<file path="src/rtl/oam_dma_controller.sv">
// oam_dma_controller: halts the CPU on a write to REG_ADDR and copies XFER_LEN bytes
// from page {page,8'h00} to the PPU OAM data port, owning the bus while it runs.
module oam_dma_controller #(
    parameter logic [15:0] REG_ADDR = 16'h4014,
    parameter logic [15:0] OAM_ADDR = 16'h2004,
    parameter int          XFER_LEN = 256
) (
    input  logic        clk_ph1,
    input  logic        rst,
    input  logic [15:0] cpu_addr,
    input  logic [7:0]  cpu_dout,
    input  logic        cpu_we,
    input  logic [7:0]  mem_din,
    output logic [15:0] bus_addr,
    output logic [7:0]  bus_dout,
    output logic        bus_we,
    output logic        cpu_rdy,
    output logic        dma_busy,
    output logic        dma_done,
    output logic        cycle_odd
);
    localparam logic [7:0] LAST = 8'(XFER_LEN - 1);
    typedef enum logic [2:0] {IDLE, HALT, ALIGN, READ, WRITE} state_t;
    state_t     state;
    logic [7:0] page, idx, latch;
    always_ff @(posedge clk_ph1) begin
        if (!rst) begin
            state     <= IDLE;
            page      <= '0;
            idx       <= '0;
            latch     <= '0;
            cycle_odd <= 1'b0;
            cpu_rdy   <= 1'b1;
            dma_busy  <= 1'b0;
            dma_done  <= 1'b0;
        end else begin
            cycle_odd <= ~cycle_odd;
            dma_done  <= 1'b0;
            case (state)
                IDLE: if (cpu_we && cpu_addr == REG_ADDR) begin
                    page     <= cpu_dout;
                    idx      <= '0;
                    state    <= HALT;
                    cpu_rdy  <= 1'b0;
                    dma_busy <= 1'b1;
                end
                // reads must land on even cycles; an odd HALT goes straight to READ
                HALT:  state <= cycle_odd ? READ : ALIGN;
                ALIGN: state <= READ;
                READ: begin
                    latch    <= mem_din;
                    state    <= WRITE;
                    dma_done <= idx == LAST;
                end
                WRITE: if (idx == LAST) begin
                    state    <= IDLE;
                    cpu_rdy  <= 1'b1;
                    dma_busy <= 1'b0;
                end else begin
                    idx   <= idx + 8'd1;
                    state <= READ;
                end
                default: state <= IDLE;
            endcase
        end
    end
    always_comb begin
        bus_addr = state == IDLE ? cpu_addr : state == WRITE ? OAM_ADDR : {page, state == READ ? idx : 8'h00};
        bus_dout = state == IDLE ? cpu_dout : state == WRITE ? latch : 8'h00;
        bus_we   = state == IDLE ? cpu_we : state == WRITE;
    end
endmodule
</file>
<file path="config.mk">
export PLATFORM = sky130hd
export DESIGN_NAME = oam_dma_controller
export DESIGN_NICKNAME = d
export VERILOG_FILES = /design/src/rtl/oam_dma_controller.sv
export SDC_FILE = /design/constraint.sdc
export NUM_CORES = 1
export LEC_CHECK = 0
export BUFFER_PORTS_ARGS = -buffer_cell sky130_fd_sc_hd__clkbuf_2
export CAP_MARGIN = 10
export CORE_MARGIN = 3
export CORE_UTILIZATION = 40
export DETAILED_ROUTE_END_ITERATION = 16
export GPL_ROUTABILITY_DRIVEN = 0
export PLACE_DENSITY = 0.66
export SLEW_MARGIN = 10
export SYNTH_ARGS = -nofsm -noshare
export SYNTH_HDL_FRONTEND = slang
export SYNTH_SLANG_ARGS = --single-unit
</file>
<file path="constraint.sdc">
create_clock -name clk_ph1 -period 2.3 [get_ports clk_ph1]
set_input_delay 0.115 -clock clk_ph1 [delete_from_list [all_inputs] [get_ports clk_ph1]]
set_output_delay 0.115 -clock clk_ph1 [all_outputs]
set_load 0.02 [all_outputs]
</file>
# Yosys cells after proc, flatten, opt, wreduce, memory -nomap -nowiden
# Index checks and enable logic that the tools add are counted.
# totals
output_inout_bits	29
elab_cells	45
reg_bits	31
# op_classes
bitwise	1
n_eq_ne	9
reduce_logical	7
mux	19
add_sub_neg	1
# ops
op	count
8-bit 2-to-1 mux	5
16-bit 2-to-1 mux	2
16-bit by 15-bit equality test with 1-bit output (second input constant)	1
8-bit case mux with 2 select lines	1
3-bit case mux with 5 select lines	1
8-bit by 1-bit adder with 8-bit output (second input constant)	1
8-bit equality test (second input constant)	1
3-bit by 2-bit equality test with 1-bit output (second input constant)	2
1-bit 2-to-1 mux	6
2-bit != test (second input constant)	3
3-bit AND reduction	2
1-bit case mux with 2 select lines	2
2-bit AND reduction	2
3-bit by 1-bit equality test with 1-bit output (second input constant)	1
3-bit equality test (second input constant)	1
3-bit zero test	1
3-bit 2-to-1 mux	1
2-bit 2-to-1 mux	1
2-bit nonzero test	1
1-bit logical AND	1
1-bit inverter	1

# Logic depth before layout (Yosys ltp)
# Gate-level depths: netlist (run 1).
# logic_depth
ltp_word	4
depth_mapped	7
ltp_nobuf	5

# Worst setup path after synthesis (run 1)
# No wires, ideal clock.
# synth_timing
kind	register to register
start	reg state[1]
end	reg page[6]
slack_ns	0.637
period_less_slack_ns	1.663
n_path_buf	3
path_stages_with_launch	8
required_time_ns	2.228
arrival_ns	1.592
cell_sequence	dfxtp_1 buf_6 or2_1 buf_6 or3_4 nor2_8 buf_8 mux2i_1
# synth_via
elab_chain_len	2
# synth_rtl
item	line	source
start: declaration	24	state_t state;
start signal: assignment	48	HALT: state <= cycle_odd ? READ : ALIGN;
3-bit zero test	39	case (state)
2-bit AND reduction (no line)	n/a	
end signal: assignment	41	page <= cpu_dout;
end: declaration	25	logic [7:0] page, idx, latch;
# Every way passes these cells.
# A chain may end at the register's enable or synchronous reset.

# Final worst setup path (run 1)
# layout_timing
start	reg state[1]
end	out bus_addr[2]
# layout_via
elab_chain_len	4
word_cells_on_any_way	6
# layout_rtl
item	line	source
3-bit by 2-bit equality test with 1-bit output	68	bus_addr = state == IDLE ? cpu_addr : state == WRITE ? OAM_ADDR : {page, state == READ ? idx : 8'h00};
8-bit 2-to-1 mux	68	
16-bit 2-to-1 mux	68	
16-bit 2-to-1 mux *	68	
end: declaration	14	output logic [15:0] bus_addr,
# Every way passes the cells marked *; elsewhere a longest branch is shown, timed or not.

==> results.txt, run 1 <==
Unrepaired setup endpoints after global routing - no
Longest Clk Path Bufs - 2
Via count - 1810
CP top delay family - simple AND/OR/NAND/NOR gates
Die X - 73.14 µm
Synth Warn # - 0
Post-route setup TNS - 0 ps
Most frequent cells in the layout - clkbuf_2, nand2_1, dfxtp_1
Fill cells - 412
Sequential share of the synthesized area - 34.42%
Hold EP - latch[0]
Root Driver - clkbuf_8
Min Tclk post-route - 1857 ps
Die H - 73.14 µm
Worst slack at placement - 470.5 ps
Post-CTS Setup Bufs - 0
Vias in the first global route - 1579
Hold Path Class - in2reg
Worst-path clk slew - 60 ps
Port Buffer Count - 63
Most frequent CP cell - nand2_1
Seq cells post-synth - 31
Gr usage total - 17.73%
Top-Level Pins - 64
Post-Syn Instances - 235
Syn_area_per_cell - 7.672 µm²
CTS Sinks - 31
Final cell count without fillers - 345
CTS tree - built
Launching element type of the critical path - flop
Period utilization - 80.73%
DRT Pass-1 Iters - 4
Ant diodes - 0
Largest net degree at the start of global routing - 33
CP Max Fanout - 11
TritonCTS Buffers - 5
Status - finished clean
Worst Path Buf+Inv - 1
Area growth syn-to-layout - 25.33%
Setup-failing EPs final - 0
Commonest non-fill, non-tap cell in the layout - clkbuf_2
Mapped Area - 0.001803 mm²
Arrival time at the worst endpoint - 1740 ps
DRT Wirelength - 4572 µm
Final Slew Violations - 0
PD cells - 544.9 mW/mm²
Crit path cell chain - and2_0 -> nor2b_2 -> nand2_1 -> nand2_1 -> clkbuf_2
Fin Hold WS - 65.09 ps
Post-Syn Nets - 271
DRT antenna net count - 0
Hold path depth - 3
GRT overflow - 0
Static leakage - 0.9424 nW
Crit path capture type - output port
Nets - 330
Iter 0 DRT Violations - 153
Starting density of the core - 43.21%
Slowest stage delay, CP - 460 ps
WS Path Type - reg2out
Initial antenna violation count - 0
Worst slew margin - 58.33%
Worst-case reg-to-reg path depth - 6
First-pass GRT wire length - 7472 µm
Area of the core - 0.004173 mm²
R2R Path Start - idx[0]
DIE AREA - 0.005349 mm²
Slew @ Worst Pin - 624.1 ps
F_max - 0.5385 GHz
Drc violations - 0
Clock Skew - 4.015 ps
Post-synth cell types - 40
Slowest-stage cell, CP - dfxtp_1
Post-DP HPWL - 3356 µm
Drt via density - 5.246
Max Cap Violations - 0
Cells after DPL - 337
Cell row count - 23
H-tree lvl count - 2
FF-to-FF End - idx[1]
Peak supply drop - 0.0003863 V
Wire per inst - 13.25 µm
Worst Setup Slack, final - 443.1 ps
Latest clock arrival within the worst-skew pair - 280 ps
Min-delay src - mem_din[0]
Layout cells sized above 1 - 28.14%
R2R Setup Slk - 460 ps
Final hold violations - 0
Critical path data required time - 2180 ps
==> logic make-up (layout without fill, tap and decap cells) <==
| family | after synthesis | after routing | share of synthesized area, % |
|---|---|---|---|
| multiplexers | 16 | 16 | 8.883 |
| AO/OA/AOI/OAI | 47 | 47 | 17.42 |
| adder cells (fa/ha/maj) | 1 | 1 | 0.6939 |
| buffers and inverters | 20 | 80 | 5.828 |
| flip-flops | 31 | 31 | 34.42 |
| AND/OR/NAND/NOR | 120 | 120 | 32.76 |
==> state kept, by name (all words and copies together) (netlist names) <==
name and cells:
idx 8, latch 8, page 8, state 3
cpu_rdy 1, cycle_odd 1, dma_busy 1, dma_done 1
==> where the power goes <==
part           leakage (nW)  internal [mW]  switching, mW
Combinational         0.631         0.0564         0.0814
Sequential            0.250          0.538       0.000789
Clock                0.0612          0.350          0.204
Total                 0.942          0.945          0.287
==> cell usage after synthesis, drive strengths merged <==
cell,n,area [µm²]
nand2,51,191.4
dfxtp,31,620.6
nor2,23,102.6
mux2i,16,160.2
o21ai,15,75.07
clkbuf,12,45.04
nand3,11,55.05
a21boi,8,60.06
nand2b,8,50.05
a22oi,7,52.55
buf,7,56.29
o211ai,5,37.54
a21oi,3,15.01
and2,3,18.77
nor2b,3,18.77
nor4,3,18.77
o21a,3,22.52
and3,2,12.51
nand3b,2,15.01
nand4,2,12.51
nor3,2,10.01
nor3b,2,15.01
nor4bb,2,20.02
o22ai,2,12.51
o31a,2,17.52
or2,2,12.52
or3,2,17.52
ha,1,12.51
inv,1,3.750
nand4bb,1,11.26
nor4b,1,8.760
o311a,1,10.01
o41a,1,11.26
==> worst reg2reg max path, delay by kind of cell, from the launching register on <==
| kind | cells | cell delay [ps] |
|---|---|---|
| buf+inv | 1 | 230 |
| compound gates | 2 | 640 |
| simple gates | 2 | 290 |
| flops | 1 | 390 |
| fa+ha+maj | 1 | 210 |
==> cell type report <==
type | count | area (µm²) | area share (%)
Inverter | 1 | 3.754 | 0.1661
Multi-Input combinational cell | 184 | 1080 | 47.79
Tap cell | 50 | 62.56 | 2.769
Sequential cell | 31 | 620.6 | 27.46
Clock inverter | 2 | 35.03 | 1.550
Clock buffer | 6 | 82.58 | 3.654
Timing Repair Buffer | 71 | 375.4 | 16.61
==> stage by stage <==
stage               util (%)  area [µm²]  power, mW
finish                 54.15        2260      1.231
global route           54.15        2260      1.279
CTS                    54.09        2257      1.240
detailed placement     51.27        2140     0.6896
global placement       51.27        2140     0.6901
floorplan                  -        1803     0.6259
==> how the worst max path moves through the flow <==
stage	startpoint	end	slack (ps)	cells after the start
finish	state[1]	bus_addr[2]	440	5
CTS	state[1]	bus_addr[2]	160	5
global route	state[1]	bus_addr[2]	250	5
floorplan	state[1]	page[6]	640	7
global placement	state[1]	bus_addr[2]	550	5
detailed placement	state[1]	bus_addr[2]	470	5
==> per-layer routing <==
metal	vias to the layer above	global-route usage, %	share of wire, %
met1	802	26.71	50
met5	-	0	0
met4	0	5.123	0.79
met3	2	4.545	8.0
li1	935	-	-
met2	71	24.53	42
==> repair_timing <==
item / in CTS / in global routing
hold buffers: 0 / 0
resized for setup: 0 / 1
setup endpoints to repair: 0 / 1
(Power assumes the default switching activity.)
==> run 2, diff against run 1 <==
clock period = 1.8 ns   (was 2.3 ns; I/O delays follow)
==> results.txt, run 2 (synthesis gave the netlist of run 1 again) <==
DRT Pass-1 Iters - 4 (unchanged)
Critical path data required time - 1710 ps (was 2180 ps)
Worst slew margin - 76.44% (was 58.33%)
Gr usage total - 18.58% (was 17.73%)
CTS tree - built (unchanged)
Clock Skew - 2.499 ps (was 4.015 ps)
Top Registers - idx x8, latch x8, page x8 (unchanged)
CP Max Fanout - 24 (was 11)
Unrepaired setup endpoints after global routing - no (unchanged)
Commonest non-fill, non-tap cell in the layout - clkbuf_2 (unchanged)
PD cells - 666.6 mW/mm² (was 544.9 mW/mm²)
Slew @ Worst Pin - 348.6 ps (was 624.1 ps)
Drt via density - 5.178 (was 5.246)
Clock power frac - 42.9% (was 45.1%)
Final cell count without fillers - 348 (was 345)
Slowest-stage cell, CP - dfxtp_1 (unchanged)
Starting density of the core - 43.21% (unchanged)
Area growth syn-to-layout - 26.02% (was 25.33%)
Most frequent cells in the layout - clkbuf_2, nand2_1, dfxtp_1 (unchanged)
F_max - 0.5858 GHz
Worst-path clk slew - 60 ps (about the same)
Post-route setup TNS - 0 ps (unchanged)
Hold Path Class - in2reg (unchanged)
Hold buffers post-CTS - 0 (unchanged)
Switching Fraction - 23.09% (was 23.28%)
Max Cap Violations - 0 (unchanged)
Initial antenna violation count - 0 (unchanged)
Static leakage - 0.9531 nW (was 0.9424 nW)
Slowest stage delay, CP - 380 ps (was 460 ps)
H-tree lvl count - 2 (unchanged)
Area of the core - 0.004173 mm² (unchanged)
Final Slew Violations - 0 (unchanged)
Final hold violations - 0 (unchanged)
Layout cells sized above 1 - 28.19% (was 28.14%)
Psw - 0.3497 mW (was 0.2866 mW)
Post-CTS Setup Bufs - 0 (unchanged)
Largest net degree at the start of global routing - 33 (unchanged)
Status - finished clean (unchanged)
Peak supply drop - 0.0004502 V (was 0.0003863 V)
Post-DP HPWL - 3458 µm (was 3356 µm)
Ant diodes - 0 (unchanged)
DRT Wirelength - 4660 µm (was 4572 µm)
Cells after DPL - 341 (was 337)
Min Tclk post-route - 1707 ps
TritonCTS Buffers - 5 (unchanged)
DIE AREA - 0.005349 mm² (unchanged)
Setup-failing EPs final - 0 (unchanged)
Latest clock arrival within the worst-skew pair - 280 ps (about the same)
Wire per inst - 13.39 µm (was 13.25 µm)
Nets - 334 (was 330)
Cell row count - 23 (unchanged)
Root Driver - clkbuf_8 (unchanged)
Die X - 73.14 µm (unchanged)
CTS Sinks - 31 (unchanged)
Post-CTS Resized - 0 (unchanged)
GRT overflow - 0 (unchanged)
Longest Clk Path Bufs - 2 (unchanged)
Top-Level Pins - 64 (unchanged)
Period utilization - 94.83%
Iter 0 DRT Violations - 136 (was 153)
Drc violations - 0 (unchanged)
Worst Setup Slack, final - 92.99 ps (was 443.1 ps)
Port Buffer Count - 63 (unchanged)
Sequential share of power - 45.5% (was 43.8%)
Cell Int Power - 1.165 mW (was 0.9446 mW)
Comb pwr share - 11.6% (was 11.2%)
Post-layout util - 54.45% (was 54.15%)
Via count - 1802 (was 1810)
Worst slack at placement - 175.0 ps (was 470.5 ps)
Arrival time at the worst endpoint - 1620 ps (was 1740 ps)
Die H - 73.14 µm (unchanged)
WS Path Type - reg2out (unchanged)
Total Power - 1.515 mW (was 1.231 mW)
Vias in the first global route - 1664 (was 1579)
Launching element type of the critical path - flop (unchanged)
First-pass GRT wire length - 7748 µm (was 7472 µm)
DRT antenna net count - 0 (unchanged)
Crit path cell chain - or2_1 -> buf_4 -> o21ai_0 -> clkbuf_2 (was and2_0 -> nor2b_2 -> nand2_1 -> nand2_1 -> clkbuf_2)
Crit path capture type - output port (unchanged)
## run 2: critical path: cells and delay by family (launching register included)
family	cells	cell delay (ps)
DFF	1	380
and+or+nand+nor	1	270
buffers and inverters	2	430
AOI/OAI and AO/OA	1	250
## run 2: layer usage
layer / part of all wire (%) / vias to the layer above / global-route usage [%]
met3: 8.5 / 2 / 3.719
met5: 0 / - / 0
met4: 1.1 / 0 / 7.377
met1: 49 / 789 / 26.58
li1: - / 941 / -
met2: 42 / 70 / 27.11
## run 2: metrics by stage
stage / cell area (µm²) / hold WS [ps]
final: 2272 / 40.77
after global placement: 2170 / 324.4
after CTS: 2272 / 32.58
after floorplan: 1803 / 232.1
after detailed placement: 2170 / 331.8
after global routing: 2272 / 56.62
## run 2: cell type report
| cell class | instances | area, µm² |
|---|---|---|
| clock inverter | 1 | 30.03 |
| sequential | 31 | 620.6 |
| fill | 417 | 1901 |
| timing repair buffer | 75 | 405.4 |
| clock buffer | 6 | 72.57 |
| inverter | 1 | 3.754 |
| multi-input combinational | 184 | 1077 |
| tap | 50 | 62.56 |
## run 2: power groups by stage
stage                     registers, mW  logic [mW]  clock network (mW)
final                             0.688       0.176               0.650
after global routing              0.688       0.196               0.699
after CTS                         0.688       0.178               0.666
after detailed placement          0.704       0.177                   0
after global placement            0.704       0.177                   0
after floorplan                   0.706      0.0941                   0
## run 2: worst paths after layout
| kind | depth (start not counted) | startpoint | slack [ps] | to |
|---|---|---|---|---|
| max | 4 | state[0] | 90 | bus_addr[15] |
| min | 3 | mem_din[4] | 40 | latch[4] |
| max reg2reg | 5 | idx[0] | 140 | dma_busy |
| min reg2reg | 1 | cycle_odd | 430 | cycle_odd |
==> run 3, diff against run 2 <==
ABC_AREA = 1   (was unset)
CORE_UTILIZATION = 27   (was 40)
PLACE_DENSITY = unset   (was 0.66)
==> results.txt, run 3 <==
Status - finished clean (unchanged)
Die X - 83.83 µm (was 73.14 µm)
Post-Syn Nets - 276 (was 271)
Commonest non-fill, non-tap cell in the layout - clkbuf_2 (unchanged)
Fin Hold WS - 19.08 ps (was 40.77 ps)
CTS Sinks - 31 (unchanged)
WS Path Type - reg2out (unchanged)
DP Area - 0.002042 mm² (was 0.002170 mm²)
Most frequent CP cell - nor2_4
Seq cells post-synth - 31 (unchanged)
Slowest stage delay, CP - 400 ps (was 380 ps)
CTS tree - built (unchanged)
Nets - 347 (was 334)
Post-synth cell types - 28 (was 40)
Setup-failing EPs final - 0 (unchanged)
Latest clock arrival within the worst-skew pair - 290 ps (was 280 ps)
Arrival time at the worst endpoint - 1600 ps (was 1620 ps)
Starting density of the core - 28.81% (was 43.21%)
Hold buffers post-CTS - 0 (unchanged)
Slew @ Worst Pin - 327.5 ps (was 348.6 ps)
Post-Syn Instances - 240 (was 235)
Final Slew Violations - 0 (unchanged)
Crit path cell chain - nor2_4 -> inv_2 -> nor2_4 -> buf_4 -> a221o_1 -> clkbuf_2 (was or2_1 -> buf_4 -> o21ai_0 -> clkbuf_2)
DRT antenna net count - 0 (unchanged)
Crit. path cell count - 6 (was 4)
FF/Latch Area - 620.6 µm² (unchanged)
Worst-path clk slew - 70 ps (was 60 ps)
DRT Wirelength - 4934 µm (was 4660 µm)
Area of the core - 0.005675 mm² (was 0.004173 mm²)
Hold Path Class - in2reg (unchanged)
Via count - 1833 (was 1802)
Iter 0 DRT Violations - 134 (was 136)
GRT overflow - 0 (unchanged)
Synth Warn # - 0 (unchanged)
Yosys top cell area share - 37.95% (was 34.42%)
F_max - 0.5915 GHz (was 0.5858 GHz)
Max Cap Violations - 0 (unchanged)
Sequential share of the synthesized area - 37.95% (was 34.42%)
R2R Path Start - idx[0] (unchanged)
Worst slack at placement - 162.6 ps (was 175.0 ps)
Top Registers - idx x8, latch x8, page x8 (unchanged)
Asr flop ratio synth - 0% (unchanged)
Root Driver - clkbuf_8 (unchanged)
Area growth syn-to-layout - 34.05% (was 26.02%)
Cell row count - 27 (was 23)
Port Buffer Count - 63 (unchanged)
Synth top area cells - dfxtp_1, nand2_1, nor2_1 (was dfxtp_1, nand2_1, mux2i_1)
H-tree lvl count - 2 (unchanged)
CP top delay family - buffers and inverters (unchanged)
R2R Setup Slk - 250 ps (was 140 ps)
Ys flop type - dfxtp_1 (unchanged)
Static leakage - 1.071 nW (was 0.9531 nW)
Hold path depth - 3 (unchanged)
Die H - 83.83 µm (was 73.14 µm)
Final hold violations - 0 (unchanged)
First-pass GRT wire length - 8328 µm (was 7748 µm)
Critical path data required time - 1710 ps (about the same)
Most instantiated library cell after synthesis - nand2_1 (unchanged)
Fill cells - 629 (was 417)
PD cells - 908.5 mW/mm² (was 666.6 mW/mm²)
DRT Pass-1 Iters - 4 (unchanged)
EDFF count, synth - 0 (unchanged)
DIE AREA - 0.007027 mm² (was 0.005349 mm²)
Syn_area_per_cell - 6.814 µm² (was 7.672 µm²)
Period utilization - 93.92% (was 94.83%)
Post-route design area - 0.002192 mm² (was 0.002272 mm²)
Slowest-stage cell, CP - dfxtp_1 (unchanged)
Unrepaired setup endpoints after global routing - yes (was no)
Post-layout util - 38.62% (was 54.45%)
Largest net degree at the start of global routing - 27 (was 33)
Longest Clk Path Bufs - 2 (unchanged)
Layout cells sized above 1 - 30.45% (was 28.19%)
TritonCTS Buffers - 5 (unchanged)
FF-to-FF End - idx[0] (was dma_busy)
Drt via density - 4.773 (was 5.178)
Drc violations - 0 (unchanged)
Gr usage total - 14.75% (was 18.58%)
Mapped Area - 0.001635 mm² (was 0.001803 mm²)
Crit path capture type - output port (unchanged)
Vias in the first global route - 1763 (was 1664)
Initial antenna violation count - 0 (unchanged)
Top-Level Pins - 64 (unchanged)
Critical Path Start - state[0] (unchanged)
Launching element type of the critical path - flop (unchanged)
CP endpoint - bus_addr[2] (was bus_addr[15])
Post-DP HPWL - 3828 µm (was 3458 µm)
Worst Path Buf+Inv - 3 (was 2)
Most frequent cells in the layout - clkbuf_2, nand2_1, nor2_1 (was clkbuf_2, nand2_1, dfxtp_1)
Worst slew margin - 78.09% (was 76.44%)
Clock Skew - 5.434 ps (was 2.499 ps)
Wire per inst - 12.85 µm (was 13.39 µm)
Area of the multi-input gates - 873.3 µm² (was 0.001077 mm²)
Post-route setup TNS - 0 ps (unchanged)
Worst Setup Slack, final - 109.4 ps (was 92.99 ps)
Ant diodes - 0 (unchanged)
Worst-case reg-to-reg path depth - 8 (was 5)
Peak supply drop - 0.0005077 V (was 0.0004502 V)
Commonest cells post-synth - nand2_1, nor2_1, dfxtp_1 (was nand2_1, dfxtp_1, nor2_1)
Min Tclk post-route - 1691 ps (was 1707 ps)
Largest area contributor in the netlist - dfxtp_1 (unchanged)
CP Max Fanout - 9 (was 24)
## run 3: cell count changes in the layout (fill, tap and decap cells not counted), moves of 4 or more
cell	change
inv_1	+23
nor2_1	+20
mux2i_1	-16
o21ai_1	+11
a21boi_0	-8
a22o_1	+8
nand2b_1	-8
nand3_1	+8
a22oi_1	-7
nand2_1	-7
a21oi_1	+6
o211ai_1	-5
nor2_4	+4
## run 3: through the flow
step	power, mW	std cells
4_1_cts	2.001	383
2_1_floorplan	1.076	240
5_1_grt	2.082	384
3_3_place_gp	1.304	373
6_report	1.991	384
3_5_place_dp	1.304	373
## run 3: layer usage
metal	vias up	GRT usage (%)	part of all wire, %
met4	0	7.310	2.0
met2	85	21.91	43
li1	934	-	-
met1	804	19.94	44
met5	-	0	0
met3	10	3.356	10
## run 3: worst register-to-register path, delay by kind of cell (launching register included)
kind	cells	cell delay, ps
AOI/OAI and AO/OA	1	60
DFF	1	390
and+or+nand+nor	6	810
adders and majority gates	1	180
## run 3: power breakdown
| part | leakage (nW) | internal, mW | switching (mW) |
|---|---|---|---|
| Clock | 0.0581 | 0.412 | 0.279 |
| Sequential | 0.250 | 0.697 | 0.0116 |
| Combinational | 0.762 | 0.215 | 0.378 |
| Total | 1.07 | 1.32 | 0.668 |
## run 3: cell type report
class / count / share of cell area, %
clock inverters: 3 / 1.998
well taps: 72 / 4.110
flip-flops and latches: 31 / 28.31
inverters: 27 / 4.795
clock buffers: 5 / 3.139
multi-input cells: 173 / 39.84
repair buffers: 73 / 17.81
## run 3: logic make-up after synthesis
family	Yosys count	share of synthesized area (%)
AND/OR/NAND/NOR	119	32.59
AO/OA/AOI/OAI	53	19.36
buffers and inverters	36	9.335
flip-flops	31	37.95
adder cells (fa/ha/maj)	1	0.7650
## run 3: timing repair
item	4_1_cts	5_1_grt
resized for setup	1	6
buffers inserted	2	1
pin swaps	2	1
endpoints found under the setup margin	4	28
## run 3: worst min-delay path by stage
| stage | from | end |
|---|---|---|
| 2_1_floorplan | mem_din[0] | latch[0] |
| 3_3_place_gp | mem_din[2] | latch[2] |
| 3_5_place_dp | mem_din[2] | latch[2] |
| 4_1_cts | mem_din[2] | latch[2] |
| 5_1_grt | mem_din[0] | latch[0] |
| 6_report | mem_din[2] | latch[2] |
